$ cat config.mk
export PLATFORM = sky130hd
export DESIGN_NAME = turn_sequencer_flat
export DESIGN_NICKNAME = d
export VERILOG_FILES = /design/src/rtl/car_pkg.sv /design/src/rtl/turn_sequencer_if.sv /design/src/rtl/ms_down_counter.sv /design/src/rtl/turn_sequencer.sv /design/src/flat_wrapper.sv
export SDC_FILE = /design/constraint.sdc
export NUM_CORES = 1
export LEC_CHECK = 0
export ABC_AREA = 1
export CAP_MARGIN = 5
export CORE_ASPECT_RATIO = 0.9
export CORE_MARGIN = 1.5
export CORE_UTILIZATION = 59
export DETAILED_ROUTE_END_ITERATION = 16
export GPL_ROUTABILITY_DRIVEN = 0
export PLACE_DENSITY = 0.9
export SETUP_SLACK_MARGIN = 0.5
export SYNTH_ARGS = -nofsm -noshare
export SYNTH_HDL_FRONTEND = slang
export SYNTH_SLANG_ARGS = --single-unit
$ cat constraint.sdc
create_clock -name sys_clk -period 3.7 [get_ports sys_clk]
set_input_delay 0.74 -clock sys_clk [delete_from_list [all_inputs] [get_ports sys_clk]]
set_output_delay 0.74 -clock sys_clk [all_outputs]
set_load 0.1 [all_outputs]
$ cat src/rtl/car_pkg.sv
// Shared car-controller definitions: FSM state codes, detector bit positions
// and turn direction codes.
package car_pkg;

    localparam logic [2:0] ST_IDLE  = 3'd0;
    localparam logic [2:0] ST_SPIN  = 3'd1;
    localparam logic [2:0] ST_EXIT  = 3'd2;
    localparam logic [2:0] ST_DONE  = 3'd3;
    localparam logic [2:0] ST_FAULT = 3'd4;

    typedef enum logic [2:0] {
        IDLE  = ST_IDLE,
        SPIN  = ST_SPIN,
        EXIT  = ST_EXIT,
        DONE  = ST_DONE,
        FAULT = ST_FAULT
    } state_t;

    localparam int DET_FRONT = 3;
    localparam int DET_BACK  = 2;
    localparam int DET_LEFT  = 1;
    localparam int DET_RIGHT = 0;

    localparam logic [1:0] DIR_NONE = 2'b00;
    localparam logic [1:0] DIR_L    = 2'b10;
    localparam logic [1:0] DIR_R    = 2'b01;
    localparam logic [1:0] DIR_U    = 2'b11;

    // U-turn spins twice as long as a plain 90-degree turn.
    function automatic logic is_uturn(input logic [1:0] dir);
        return dir == DIR_U;
    endfunction

endpackage

$ cat src/rtl/turn_sequencer_if.sv
// Handshake and command bundle between the semi-auto FSM (master) and the
// turn sequencer (slave).
interface turn_sequencer_if;
    logic       tick_ms;
    logic       start;
    logic       dir_left;
    logic       dir_right;
    logic       abort;
    logic [3:0] detectors;
    logic       turn_left;
    logic       turn_right;
    logic       move_forward;
    logic       busy;
    logic       finish_turning;
    logic       fault;

    modport master (
        output tick_ms, start, dir_left, dir_right, abort, detectors,
        input  turn_left, turn_right, move_forward, busy, finish_turning, fault
    );

    modport slave (
        input  tick_ms, start, dir_left, dir_right, abort, detectors,
        output turn_left, turn_right, move_forward, busy, finish_turning, fault
    );
endinterface

$ cat src/rtl/ms_down_counter.sv
// Millisecond down-counter: loadable, decrements on tick, saturates at zero.
module ms_down_counter #(
    parameter int CNT_W = 12
) (
    input  logic             sys_clk,
    input  logic             rst,
    input  logic             load,
    input  logic [CNT_W-1:0] load_val,
    input  logic             tick,
    output logic [CNT_W-1:0] count,
    output logic             zero
);

    logic [CNT_W-1:0] cnt_q;

    // Load wins over tick so a strobe in the loading cycle is never counted.
    always_ff @(posedge sys_clk) begin
        if (rst) begin
            cnt_q <= '0;
        end else if (load) begin
            cnt_q <= load_val;
        end else if (tick && (cnt_q != '0)) begin
            cnt_q <= cnt_q - 1'b1;
        end
    end

    assign count = cnt_q;
    assign zero  = (cnt_q == '0);

endmodule

$ cat src/rtl/turn_sequencer.sv
// Turn sequencer: timed spin, forward exit run, then a one-cycle
// finish_turning pulse. Moore outputs, all registered.
module turn_sequencer
    import car_pkg::*;
#(
    parameter int TURN_MS = 900,
    parameter int EXIT_MS = 300,
    parameter int CNT_W   = 12
) (
    input  logic             sys_clk,
    input  logic             rst,
    turn_sequencer_if.slave  bus
);

    localparam logic [CNT_W-1:0] TURN_LOAD = CNT_W'(TURN_MS - 1);
    localparam logic [CNT_W-1:0] UTRN_LOAD = CNT_W'(2 * TURN_MS - 1);
    localparam logic [CNT_W-1:0] EXIT_LOAD = CNT_W'(EXIT_MS - 1);

    state_t           st_q, st_d;
    logic [1:0]       dir_q, dir_d;
    logic             fault_q, fault_d;
    logic             ld;
    logic [CNT_W-1:0] ld_val;
    logic [CNT_W-1:0] cnt;
    logic             cnt_zero;
    logic             cnt_tick;
    logic             front;
    logic             last_tick;

    logic turn_left_q, turn_right_q, move_forward_q, busy_q, finish_q;

    assign front     = bus.detectors[DET_FRONT];
    assign cnt_tick  = bus.tick_ms && ((st_q == SPIN) || (st_q == EXIT));
    // Strobe that arrives with the counter already at zero closes a timed phase.
    assign last_tick = bus.tick_ms && cnt_zero && (cnt == '0);

    ms_down_counter #(.CNT_W(CNT_W)) u_cnt (
        .sys_clk  (sys_clk),
        .rst      (rst),
        .load     (ld),
        .load_val (ld_val),
        .tick     (cnt_tick),
        .count    (cnt),
        .zero     (cnt_zero)
    );

    // Next-state, direction latch, fault flag and counter load decisions.
    always_comb begin
        st_d    = st_q;
        dir_d   = dir_q;
        fault_d = fault_q;
        ld      = 1'b0;
        ld_val  = '0;
        case (st_q)
            IDLE: begin
                // abort beats start; a start with no direction is ignored
                if (!bus.abort && bus.start && (bus.dir_left || bus.dir_right)) begin
                    dir_d   = {bus.dir_left, bus.dir_right};
                    ld      = 1'b1;
                    ld_val  = is_uturn({bus.dir_left, bus.dir_right}) ? UTRN_LOAD : TURN_LOAD;
                    fault_d = 1'b0;
                    st_d    = SPIN;
                end
            end
            SPIN: begin
                if (bus.abort) begin
                    st_d = IDLE;
                end else if (last_tick) begin
                    if (front) begin
                        fault_d = 1'b1;
                        st_d    = FAULT;
                    end else begin
                        ld     = 1'b1;
                        ld_val = EXIT_LOAD;
                        st_d   = EXIT;
                    end
                end
            end
            EXIT: begin
                if (bus.abort) begin
                    st_d = IDLE;
                end else if (front) begin
                    fault_d = 1'b1;
                    st_d    = FAULT;
                end else if (last_tick) begin
                    st_d = DONE;
                end
            end
            DONE:    st_d = IDLE;
            FAULT:   st_d = IDLE;
            default: st_d = IDLE;
        endcase
    end

    // State registers plus outputs decoded from the next state, so each output
    // is a flop that mirrors the state it belongs to.
    always_ff @(posedge sys_clk) begin
        if (rst) begin
            st_q           <= IDLE;
            dir_q          <= DIR_NONE;
            fault_q        <= 1'b0;
            turn_left_q    <= 1'b0;
            turn_right_q   <= 1'b0;
            move_forward_q <= 1'b0;
            busy_q         <= 1'b0;
            finish_q       <= 1'b0;
        end else begin
            st_q           <= st_d;
            dir_q          <= dir_d;
            fault_q        <= fault_d;
            // U-turn spins left; turn bits are never both set
            turn_left_q    <= (st_d == SPIN) && dir_d[1];
            turn_right_q   <= (st_d == SPIN) && (dir_d == DIR_R);
            move_forward_q <= (st_d == EXIT);
            busy_q         <= (st_d != IDLE);
            finish_q       <= (st_d == DONE);
        end
    end

    assign bus.turn_left      = turn_left_q;
    assign bus.turn_right     = turn_right_q;
    assign bus.move_forward   = move_forward_q;
    assign bus.busy           = busy_q;
    assign bus.finish_turning = finish_q;
    assign bus.fault          = fault_q;

endmodule

$ cat src/flat_wrapper.sv
// flat-port wrapper written by rule: the top's interface ports become plain ports
module turn_sequencer_flat import car_pkg::*;
#(
    parameter int TURN_MS = 900,
    parameter int EXIT_MS = 300,
    parameter int CNT_W   = 12
)
  (sys_clk, rst, bus_tick_ms, bus_start, bus_dir_left, bus_dir_right, bus_abort, bus_detectors, bus_turn_left, bus_turn_right, bus_move_forward, bus_busy, bus_finish_turning, bus_fault);
  turn_sequencer_if bus_i ();
  input  logic sys_clk;
  input  logic rst;
  input wire logic [$bits(bus_i.tick_ms)-1:0] bus_tick_ms;
  input wire logic [$bits(bus_i.start)-1:0] bus_start;
  input wire logic [$bits(bus_i.dir_left)-1:0] bus_dir_left;
  input wire logic [$bits(bus_i.dir_right)-1:0] bus_dir_right;
  input wire logic [$bits(bus_i.abort)-1:0] bus_abort;
  input wire logic [$bits(bus_i.detectors)-1:0] bus_detectors;
  output wire logic [$bits(bus_i.turn_left)-1:0] bus_turn_left;
  output wire logic [$bits(bus_i.turn_right)-1:0] bus_turn_right;
  output wire logic [$bits(bus_i.move_forward)-1:0] bus_move_forward;
  output wire logic [$bits(bus_i.busy)-1:0] bus_busy;
  output wire logic [$bits(bus_i.finish_turning)-1:0] bus_finish_turning;
  output wire logic [$bits(bus_i.fault)-1:0] bus_fault;
  assign bus_i.tick_ms = bus_tick_ms;
  assign bus_i.start = bus_start;
  assign bus_i.dir_left = bus_dir_left;
  assign bus_i.dir_right = bus_dir_right;
  assign bus_i.abort = bus_abort;
  assign bus_i.detectors = bus_detectors;
  assign bus_turn_left = bus_i.turn_left;
  assign bus_turn_right = bus_i.turn_right;
  assign bus_move_forward = bus_i.move_forward;
  assign bus_busy = bus_i.busy;
  assign bus_finish_turning = bus_i.finish_turning;
  assign bus_fault = bus_i.fault;
  turn_sequencer #(.TURN_MS(TURN_MS), .EXIT_MS(EXIT_MS), .CNT_W(CNT_W)) u_core (.sys_clk(sys_clk), .rst(rst), .bus(bus_i));
endmodule
==> flow_summary.toml, run 1 <==
[critical_path]
critPathMaxFanout = 1
slowest_stage = "clkdlybuf4s50_1"
start_kind = "flop"
crit_arrival_ns = 1.80
path_cells = "clkdlybuf4s50_1"
cp_data_required_time_ns = 2.96
crit_buf_inv = 1
critPathKind = "reg -> out"
crit_path_end_kind = "primary output"
r2r_setup_slack_ns = 1.95
slowest_delay_ns = 1.13
crit_family = "buffers and inverters"

[global_routing]
busiest_layer = "met2"
grt_pass1_wl_microns = 5640
antenna_found_initial = 0
grtUsageMet1_pct = 34.8
met2_usage_pct = 43.8
track_usage_pct = 26.1
grt_pass1_vias = 1272
grt_max_degree = 16
grt_use_met3_pct = 5.41
grt-ovfl-total = 0

[detailed_routing]
dr.pass1.iters = 4
drtIter0Drc = 82
antenna_left = 0
totalWireLength_microns = 3460
drc_errors = 0
viasPerCell = 5.64
vias = 1410
post_drt_wl_per_cell_microns = 13.8

[sta]
fmax_ghz = 0.393
setup_slack_ns = 1.16
fin_crit_sh_pct = 68.7
holdWs_ns = 0.452
rsz0062_at_grt = "no"
hold_viol = 0
fin_skew_ns = 0.0115
tightestPinTransition_ns = 0.979
max_slew_margin_pct = 34.5
maxSlewViolCount = 0
period_needed_ns = 2.54
setup_viol = 0
fin_tns_setup_ns = 0

[logic_synthesis]
syn-num-nets = 221
netlist_top_cells_area = "dfxtp_1 (31%), nand2_1 (9.5%), inv_1 (6.1%)"
syn_area_sq_um = 1470
synth_edf_count = 0
yosysMostFrequentCell = "nand2_1"
synth_ff_type = "dfxtp_1"
yosysTopAreaCellShare_pct = 31.4
synthArstFlopShare_pct = 0
syn_inst = 208
avgSynthCellArea_sq_um = 7.05
ys_ff_latch = 23
synth_commonest_cells = "nand2_1 (37), inv_1 (24), dfxtp_1 (23), nor2_1 (23), nand3_1 (15)"
yosysWarnings = 0
synth_area_leader_cell = "dfxtp_1"
ys_types = 29
ys_seq_area_share_pct = 31.4

[die]
rows = 16
dieArea_sq_um = 2790
die_x_microns = 55.6
die_height_microns = 50.3
num_io_pins = 17
core_sq_um = 2260
start_util_pct = 64.8

[clock_tree]
clock_path_buffers = 2
hold_buffers = 0
cts_made_buffers = 3
cts_tree = "built"
insertion_delay_ns = 0.33
clkTransAtPathRegs_ns = 0.13
post_cts_buffers = 0
htree_levels = 1
cts_repair_resize_count = 0
cts-root-buf = "clkbuf_4"
clock-sinks = 23

[final_layout]
drive_above_1_share_pct = 20.2
multi_input_area_sq_um = 872
regArea_sq_um = 460
area_growth_pct = 12.2
antenna_cells = 0
fillers = 179
nets = 237

[placed_design]
port_buffers = 13
dp.final_hpwl_microns = 2660
place_ws_ns = 1.44

[pwr]
ir_drop_v = 0.000384
powerDensity_nw_per_um2 = 350
p_leak_nw = 0.751

[run_status]
status = "finished, final reports clean"

[hold_path]
hp-class = "reg -> reg"

[run]
drv_cap = 0
==> cell type report <==
cell class                      count  share of cell area (%)
Multi-Input combinational cell    152                    53.0
Inverter                           31                    7.45
Sequential cell                    23                    28.0
Clock buffer                        4                    1.60
Timing Repair Buffer               13                    7.91
Tap cell                           27                    2.05
==> logic make-up after synthesis <==
kind of cell,count (synthesis),synth area share [%]
AO/OA/AOI/OAI,21,7.85
XOR/XNOR,6,3.58
adder cells (fa/ha/maj),2,1.71
buffers and inverters,33,9.13
flip-flops,23,31.4
AND/OR/NAND/NOR,123,46.3
==> registers in the layout, indices dropped and copies added, names as in the netlist <==
signal,count
u_core.bus.finish_turning,1
u_core.st_q,3
u_core.bus.turn_right,1
u_core.bus.turn_left,1
u_core.bus.fault,1
u_core.dir_q,2
u_core.bus.move_forward,1
u_core.u_cnt.count,12
u_core.bus.busy,1
==> cells in the final DEF (no fill, tap or decap) <==
cell / instances
and3_1: 1
inv_4: 2
ha_1: 2
nand3_2: 5
nor3b_2: 1
a21oi_2: 2
xor2_1: 6
clkbuf_1: 1
nor2_4: 5
inv_2: 4
clkinv_2: 1
nor3_1: 3
nand3_1: 15
nand4_1: 10
nand2_4: 3
inv_1: 24
dfxtp_1: 23
a21oi_1: 14
nor3_2: 1
nand2_1: 37
nand2_2: 10
a211oi_1: 1
or2_0: 1
clkbuf_4: 3
nor2_1: 23
o21ai_1: 2
nor2_8: 1
o21ai_0: 2
nor2_2: 7
clkdlybuf4s50_1: 13
==> layer usage <==
metal / share of wire (%) / wire [microns]
met4: 0.93 / 32
met2: 47 / 1610
met5: 0 / 0
met3: 8.2 / 285
met1: 44 / 1530
==> through the flow <==
stage / cell area (sq um) / utilization, % / instances / total power, mW
after floorplan: 1470 / - / 208 / 0.413
after global placement: 1620 / 71.6 / 246 / 0.447
after detailed placement: 1620 / 71.6 / 246 / 0.455
after CTS: 1650 / 72.7 / 250 / 0.573
after global routing: 1650 / 72.7 / 250 / 0.604
final: 1650 / 72.7 / 250 / 0.576
==> path summary, 6_finish.rpt <==
kind                                       from                                 end  cells past startpoint
min reg2reg       u_core.bus.fault$_SDFFE_PP0P_       u_core.bus.fault$_SDFFE_PP0P_                      2
min               u_core.bus.fault$_SDFFE_PP0P_       u_core.bus.fault$_SDFFE_PP0P_                      2
max                  u_core.bus.busy$_SDFF_PP0_                            bus_busy                      1
max reg2reg  u_core.u_cnt.count[0]$_SDFFE_PP0P_  u_core.u_cnt.count[2]$_SDFFE_PP0P_                     11
==> power by group <==
part / internal [mW] / switching [mW]
Combinational: 0.0630 / 0.122
Sequential: 0.259 / 0.00968
Clock: 0.0423 / 0.0801
Total: 0.365 / 0.211
(Power assumes the default switching activity.)
==> inputs of run 2 (changes only) <==
--- a/config.mk
+++ b/config.mk
@@ -9,10 +9,10 @@
 export CAP_MARGIN = 5
 export CORE_ASPECT_RATIO = 0.9
 export CORE_MARGIN = 1.5
-export CORE_UTILIZATION = 59
+export CORE_UTILIZATION = 55
 export DETAILED_ROUTE_END_ITERATION = 16
 export GPL_ROUTABILITY_DRIVEN = 0
-export PLACE_DENSITY = 0.9
+export PLACE_DENSITY = 0.86
 export SETUP_SLACK_MARGIN = 0.5
 export SYNTH_ARGS = -nofsm -noshare
 export SYNTH_HDL_FRONTEND = slang
==> constraint.sdc (replaced) <==
create_clock -name sys_clk -period 2.5 [get_ports sys_clk]
set_input_delay 0.5 -clock sys_clk [delete_from_list [all_inputs] [get_ports sys_clk]]
set_output_delay 0.5 -clock sys_clk [all_outputs]
set_load 0.1 [all_outputs]
==> run 2 against run 1 <==
Effect of this change: clock power up 44%; hold slack better by 0.0031 ns; sequential share of layout area up 0.11 points; first-iteration DRC count down 38%.
==> flow_summary.toml, run 2 (synthesis results as in run 1) <==
[clock_tree]
post_cts_buffers = 0
clock_path_buffers = 2
cts-root-buf = "clkbuf_4"
insertion_delay_ns = 0.31
htree_levels = 1
hold_buffers = 0
clkTransAtPathRegs_ns = 0.13
cts_made_buffers = 3
cts_tree = "built"
cts_repair_resize_count = 0
clock-sinks = 23

[critical_path]
worst_r2r_endpoint = "u_core.u_cnt.count[2]$_SDFFE_PP0P_"
reg2reg_depth = 11
r2r-start = "u_core.u_cnt.count[0]$_SDFFE_PP0P_"
critPathKind = "in -> reg"
critPathMaxFanout = 15
crit_arrival_ns = 1.97
r2r_setup_slack_ns = 0.81
start_kind = "input pin"
cp_data_required_time_ns = 2.77
crit_path_end_kind = "flop"

[global_routing]
grt_max_degree = 16
grt-ovfl-total = 0
grt_use_met3_pct = 5.22
busiest_layer = "met2"
track_usage_pct = 23.3
grt_pass1_vias = 1219
grtUsageMet1_pct = 33.7
antenna_found_initial = 0
met2_usage_pct = 35.6
grt_pass1_wl_microns = 5350

[die]
core_sq_um = 2490
num_io_pins = 17
die_x_microns = 57.4
die_height_microns = 52.0
start_util_pct = 58.9
dieArea_sq_um = 2990
rows = 17

[final_layout]
largest_reg_flops = 12
regArea_sq_um = 460
final_cell_mix = "nand2_1 (37), inv_1 (24), nor2_1 (23), dfxtp_1 (23), nand3_1 (15)"
fillers = 232
multi_input_area_sq_um = 872
area_growth_pct = 11.8
antenna_cells = 0
layout_commonest_cell = "nand2_1"
drive_above_1_share_pct = 23.2
nets = 238

[pwr]
powerDensity_nw_per_um2 = 511
p_leak_nw = 0.767
ir_drop_v = 0.000363

[sta]
rsz0062_at_grt = "no"
fmax_ghz = 0.588
hold_viol = 0
fin_tns_setup_ns = 0
period_needed_ns = 1.70
max_slew_margin_pct = 80.4
setup_slack_ns = 0.799
fin_crit_sh_pct = 68.1
maxSlewViolCount = 0
tightestPinTransition_ns = 0.291
setup_viol = 0
fin_skew_ns = 0.00663

[detailed_routing]
drtIter0Drc = 51
totalWireLength_microns = 3010
dr.pass1.iters = 4
drc_errors = 0
vias = 1356
post_drt_wl_per_cell_microns = 11.9
antenna_left = 0
viasPerCell = 5.38

[hold_path]
hp-class = "reg -> reg"
min_from = "u_core.bus.fault$_SDFFE_PP0P_"
min_to = "u_core.bus.fault$_SDFFE_PP0P_"
min_delay_path_depth = 2

[placed_design]
place_ws_ns = 0.473
port_buffers = 13
dp.final_hpwl_microns = 2350

[run_status]
status = "finished, final reports clean"

[run]
drv_cap = 0
-- run 2: cell types whose count changed in the layout (fill, tap and decap cells not counted), sizes merged --
cell	previous run	this run
clkdlybuf4s50	13	7
buf	0	7
-- run 2: how the worst max path moves through the flow --
stage | startpoint | end | slack, ns
final | bus_dir_right | u_core.bus.turn_left$_SDFF_PP0_ | 0.80
after global routing | u_core.u_cnt.count[0]$_SDFFE_PP0P_ | u_core.u_cnt.count[2]$_SDFFE_PP0P_ | 0.62
after CTS | bus_dir_right | u_core.bus.turn_left$_SDFF_PP0_ | 0.81
after detailed placement | bus_dir_right | u_core.bus.turn_left$_SDFF_PP0_ | 0.47
after global placement | bus_dir_right | u_core.bus.turn_left$_SDFF_PP0_ | 0.49
after floorplan | u_core.u_cnt.count[0]$_SDFFE_PP0P_ | u_core.u_cnt.count[10]$_SDFFE_PP0P_ | 1.06
-- run 2: metal layers --
layer / vias up / wire (microns) / share of wire (%)
met3: 4 / 229 / 7.6
li1: 698 / - / -
met5: - / 0 / 0
met4: 0 / 27 / 0.90
met1: 611 / 1420 / 47
met2: 43 / 1320 / 44
-- run 2: per-stage QoR --
step | power, mW | hold slack, ns | util (%) | cell area [sq um] | instances
global placement | 0.665 | 0.439 | 64.8 | 1610 | 248
detailed placement | 0.668 | 0.440 | 64.8 | 1610 | 248
CTS | 0.846 | 0.460 | 65.9 | 1640 | 252
floorplan | 0.612 | 0.448 | - | 1470 | 208
finish | 0.838 | 0.455 | 65.9 | 1640 | 252
global route | 0.893 | 0.510 | 65.9 | 1640 | 252
-- run 2: layout make-up --
cell class                 instances  share of cell area [%]
sequential                        23                    28.1
multi-input combinational        152                    53.2
tap                               28                    2.14
inverter                          31                    7.48
clock buffer                       4                    1.60
timing repair buffer              14                    7.48
-- run 2: worst max-delay path: stages --
cell and delay, ns:
clkdlybuf4s50_1 0.54, nor2_1 0.09, nor2_4 0.10, nand2_4 0.08, nor2_8 0.12, inv_4 0.10
nand2_1 0.07, o21ai_1 0.06, or2_0 0.22, nor2_1 0.10
-- run 2: where the power goes --
group | switching [mW] | internal (mW)
Combinational | 0.172 | 0.0934
Sequential | 0.0134 | 0.384
Clock | 0.113 | 0.0624
Total | 0.299 | 0.539
==> inputs of run 3 (changes only) <==
==> constraint.sdc (replaced) <==
create_clock -name sys_clk -period 1.64 [get_ports sys_clk]
set_input_delay 0.328 -clock sys_clk [delete_from_list [all_inputs] [get_ports sys_clk]]
set_output_delay 0.328 -clock sys_clk [all_outputs]
set_load 0.1 [all_outputs]
==> run 3 against run 2 <==
Effect of this change: the flow now finishes with violations (setup timing); core utilization grew 24 points; power increased by 90%; critical path depth increased by 1; wire length grew 110%; sequential cell count stayed put; critical path type is now reg -> reg; largest cell class unchanged; highest routed layer unchanged.
==> flow_summary.toml, run 3 (synthesis results as in run 1) <==
[final_layout]
antenna_cells = 0
regArea_sq_um = 483
area_growth_pct = 52.8
final_cell_mix = "nand2_1 (27), buf_4 (24), nand2_2 (17)"
nets = 272
layout_commonest_cell = "nand2_1"
fillers = 105
multi_input_area_sq_um = 1080
largest_reg_flops = 12
drive_above_1_share_pct = 55.8

[critical_path]
slowest_stage = "dfxtp_2"
path_common_cell = "nand2_1"
cp_data_required_time_ns = 1.88
critPathMaxFanout = 3
critPathKind = "reg -> reg"
crit_path_end_kind = "flop"
path_cells = "inv_4 > ha_2 > nand2_1 > nor2_2 > nand3_1 > nand2_1 > nand2_1 > nand3_2 > nand2_1 > nor2_1 > nor2_1"
crit_arrival_ns = 1.98
slowest_delay_ns = 0.36
start_kind = "flop"

[sta]
period_needed_ns = 1.74
setup_slack_ns = -0.104
fin_skew_ns = 0.00984
setup_viol = 6
rsz0062_at_grt = "yes"
hold_viol = 0
max_slew_margin_pct = 77.9
fin_crit_sh_pct = 106
maxSlewViolCount = 0
tightestPinTransition_ns = 0.329
fmax_ghz = 0.573
holdWs_ns = 0.501

[pwr]
ir_drop_v = 0.000800
powerDensity_nw_per_um2 = 712
p_leak_nw = 0.999

[placed_design]
dp.final_hpwl_microns = 2700
port_buffers = 13
place_ws_ns = -0.141

[die]
rows = 17
die_x_microns = 57.4
core_sq_um = 2490
die_height_microns = 52.0
start_util_pct = 58.9
num_io_pins = 17
dieArea_sq_um = 2990

[run_status]
violations = "setup timing"
status = "finished, violations left"

[detailed_routing]
dr.pass1.iters = 8
viasPerCell = 6.68
drc_errors = 0
post_drt_wl_per_cell_microns = 22.5
drtIter0Drc = 263
totalWireLength_microns = 6430
antenna_left = 0
vias = 1910

[clock_tree]
htree_levels = 1
insertion_delay_ns = 0.33
cts_tree = "built"
cts-root-buf = "clkbuf_4"
clock_path_buffers = 2
clkTransAtPathRegs_ns = 0.14
clock-sinks = 23
cts_made_buffers = 3

[hold_path]
hp-class = "reg -> reg"

[global_routing]
grt_pass1_wl_microns = 8020
grt_max_degree = 13
grt-ovfl-total = 0
grt_pass1_vias = 1725
track_usage_pct = 36.2
antenna_found_initial = 0

[run]
drv_cap = 0
==> run 3: cell count changes in the layout (fill, tap and decap cells not counted), moves of 6 or more <==
cell | previous run | this run
buf_4 | 7 | 24
dfxtp_1 | 23 | 9
dfxtp_2 | 0 | 12
buf_6 | 0 | 10
nand2_1 | 37 | 27
inv_1 | 24 | 15
a21oi_1 | 14 | 6
nor2_1 | 23 | 15
a21oi_2 | 2 | 9
inv_2 | 4 | 11
nand2_2 | 10 | 17
buf_12 | 0 | 6
==> run 3: layout make-up <==
cell class	instances	area share, %
flip-flops and latches	23	21.6
repair inverters	1	0.279
clock buffers	4	1.17
repair buffers	47	21.3
inverters	31	6.09
multi-input cells	152	48.0
well taps	28	1.56
==> run 3: repair_timing <==
action	CTS	global route
gates cloned	1	0
pin swaps	12	27
gates resized for setup	38	42
hold buffers	0	0
setup buffers	10	6
endpoints found under the setup margin	29	29
==> run 3: report_power, final <==
group          internal (mW)  switching (mW)
registers              0.585          0.0310
clock network         0.0954           0.188
logic                  0.248           0.448
total                  0.928           0.667
==> run 3: worst max-delay path, delay by kind of cell, from the launching register on <==
| family | cells | cell delay (ns) |
|---|---|---|
| adders and majority gates | 1 | 0.22 |
| DFF | 1 | 0.36 |
| buffers and inverters | 1 | 0.07 |
| and+or+nand+nor | 9 | 1.01 |
==> run 3: metal layers <==
| layer | vias up | global-route usage, % | wire, microns |
|---|---|---|---|
| li1 | 775 | - | - |
| met1 | 846 | 42.1 | 2230 |
| met2 | 201 | 57.8 | 2830 |
| met3 | 88 | 12.2 | 811 |
| met4 | 0 | 20.9 | 552 |
| met5 | - | 0 | 0 |
==> run 3: path summary, 6_finish.rpt <==
check                                      from  depth (start not counted)                                   to  slack (ns)
min reg2reg          u_core.dir_q[0]$_SDFF_PP0_                          2           u_core.dir_q[0]$_SDFF_PP0_        0.50
min                  u_core.dir_q[0]$_SDFF_PP0_                          2           u_core.dir_q[0]$_SDFF_PP0_        0.50
max          u_core.u_cnt.count[0]$_SDFFE_PP0P_                         11  u_core.u_cnt.count[10]$_SDFFE_PP0P_       -0.10
max reg2reg  u_core.u_cnt.count[0]$_SDFFE_PP0P_                         11  u_core.u_cnt.count[10]$_SDFFE_PP0P_       -0.10
==> run 3: stage by stage <==
stage          instance area, sq um  util (%)  std cells  power, mW  TNS (ns)
6_report                       2240      90.0        286       1.59    -0.222
5_1_grt                        2240      90.0        286       1.62    -0.446
4_1_cts                        2080      83.5        280       1.41         0
3_5_place_dp                   1860      74.8        265       1.09    -0.696
3_3_place_gp                   1860      74.8        265       1.08    -0.398
2_1_floorplan                  1510         -        208      0.957         0
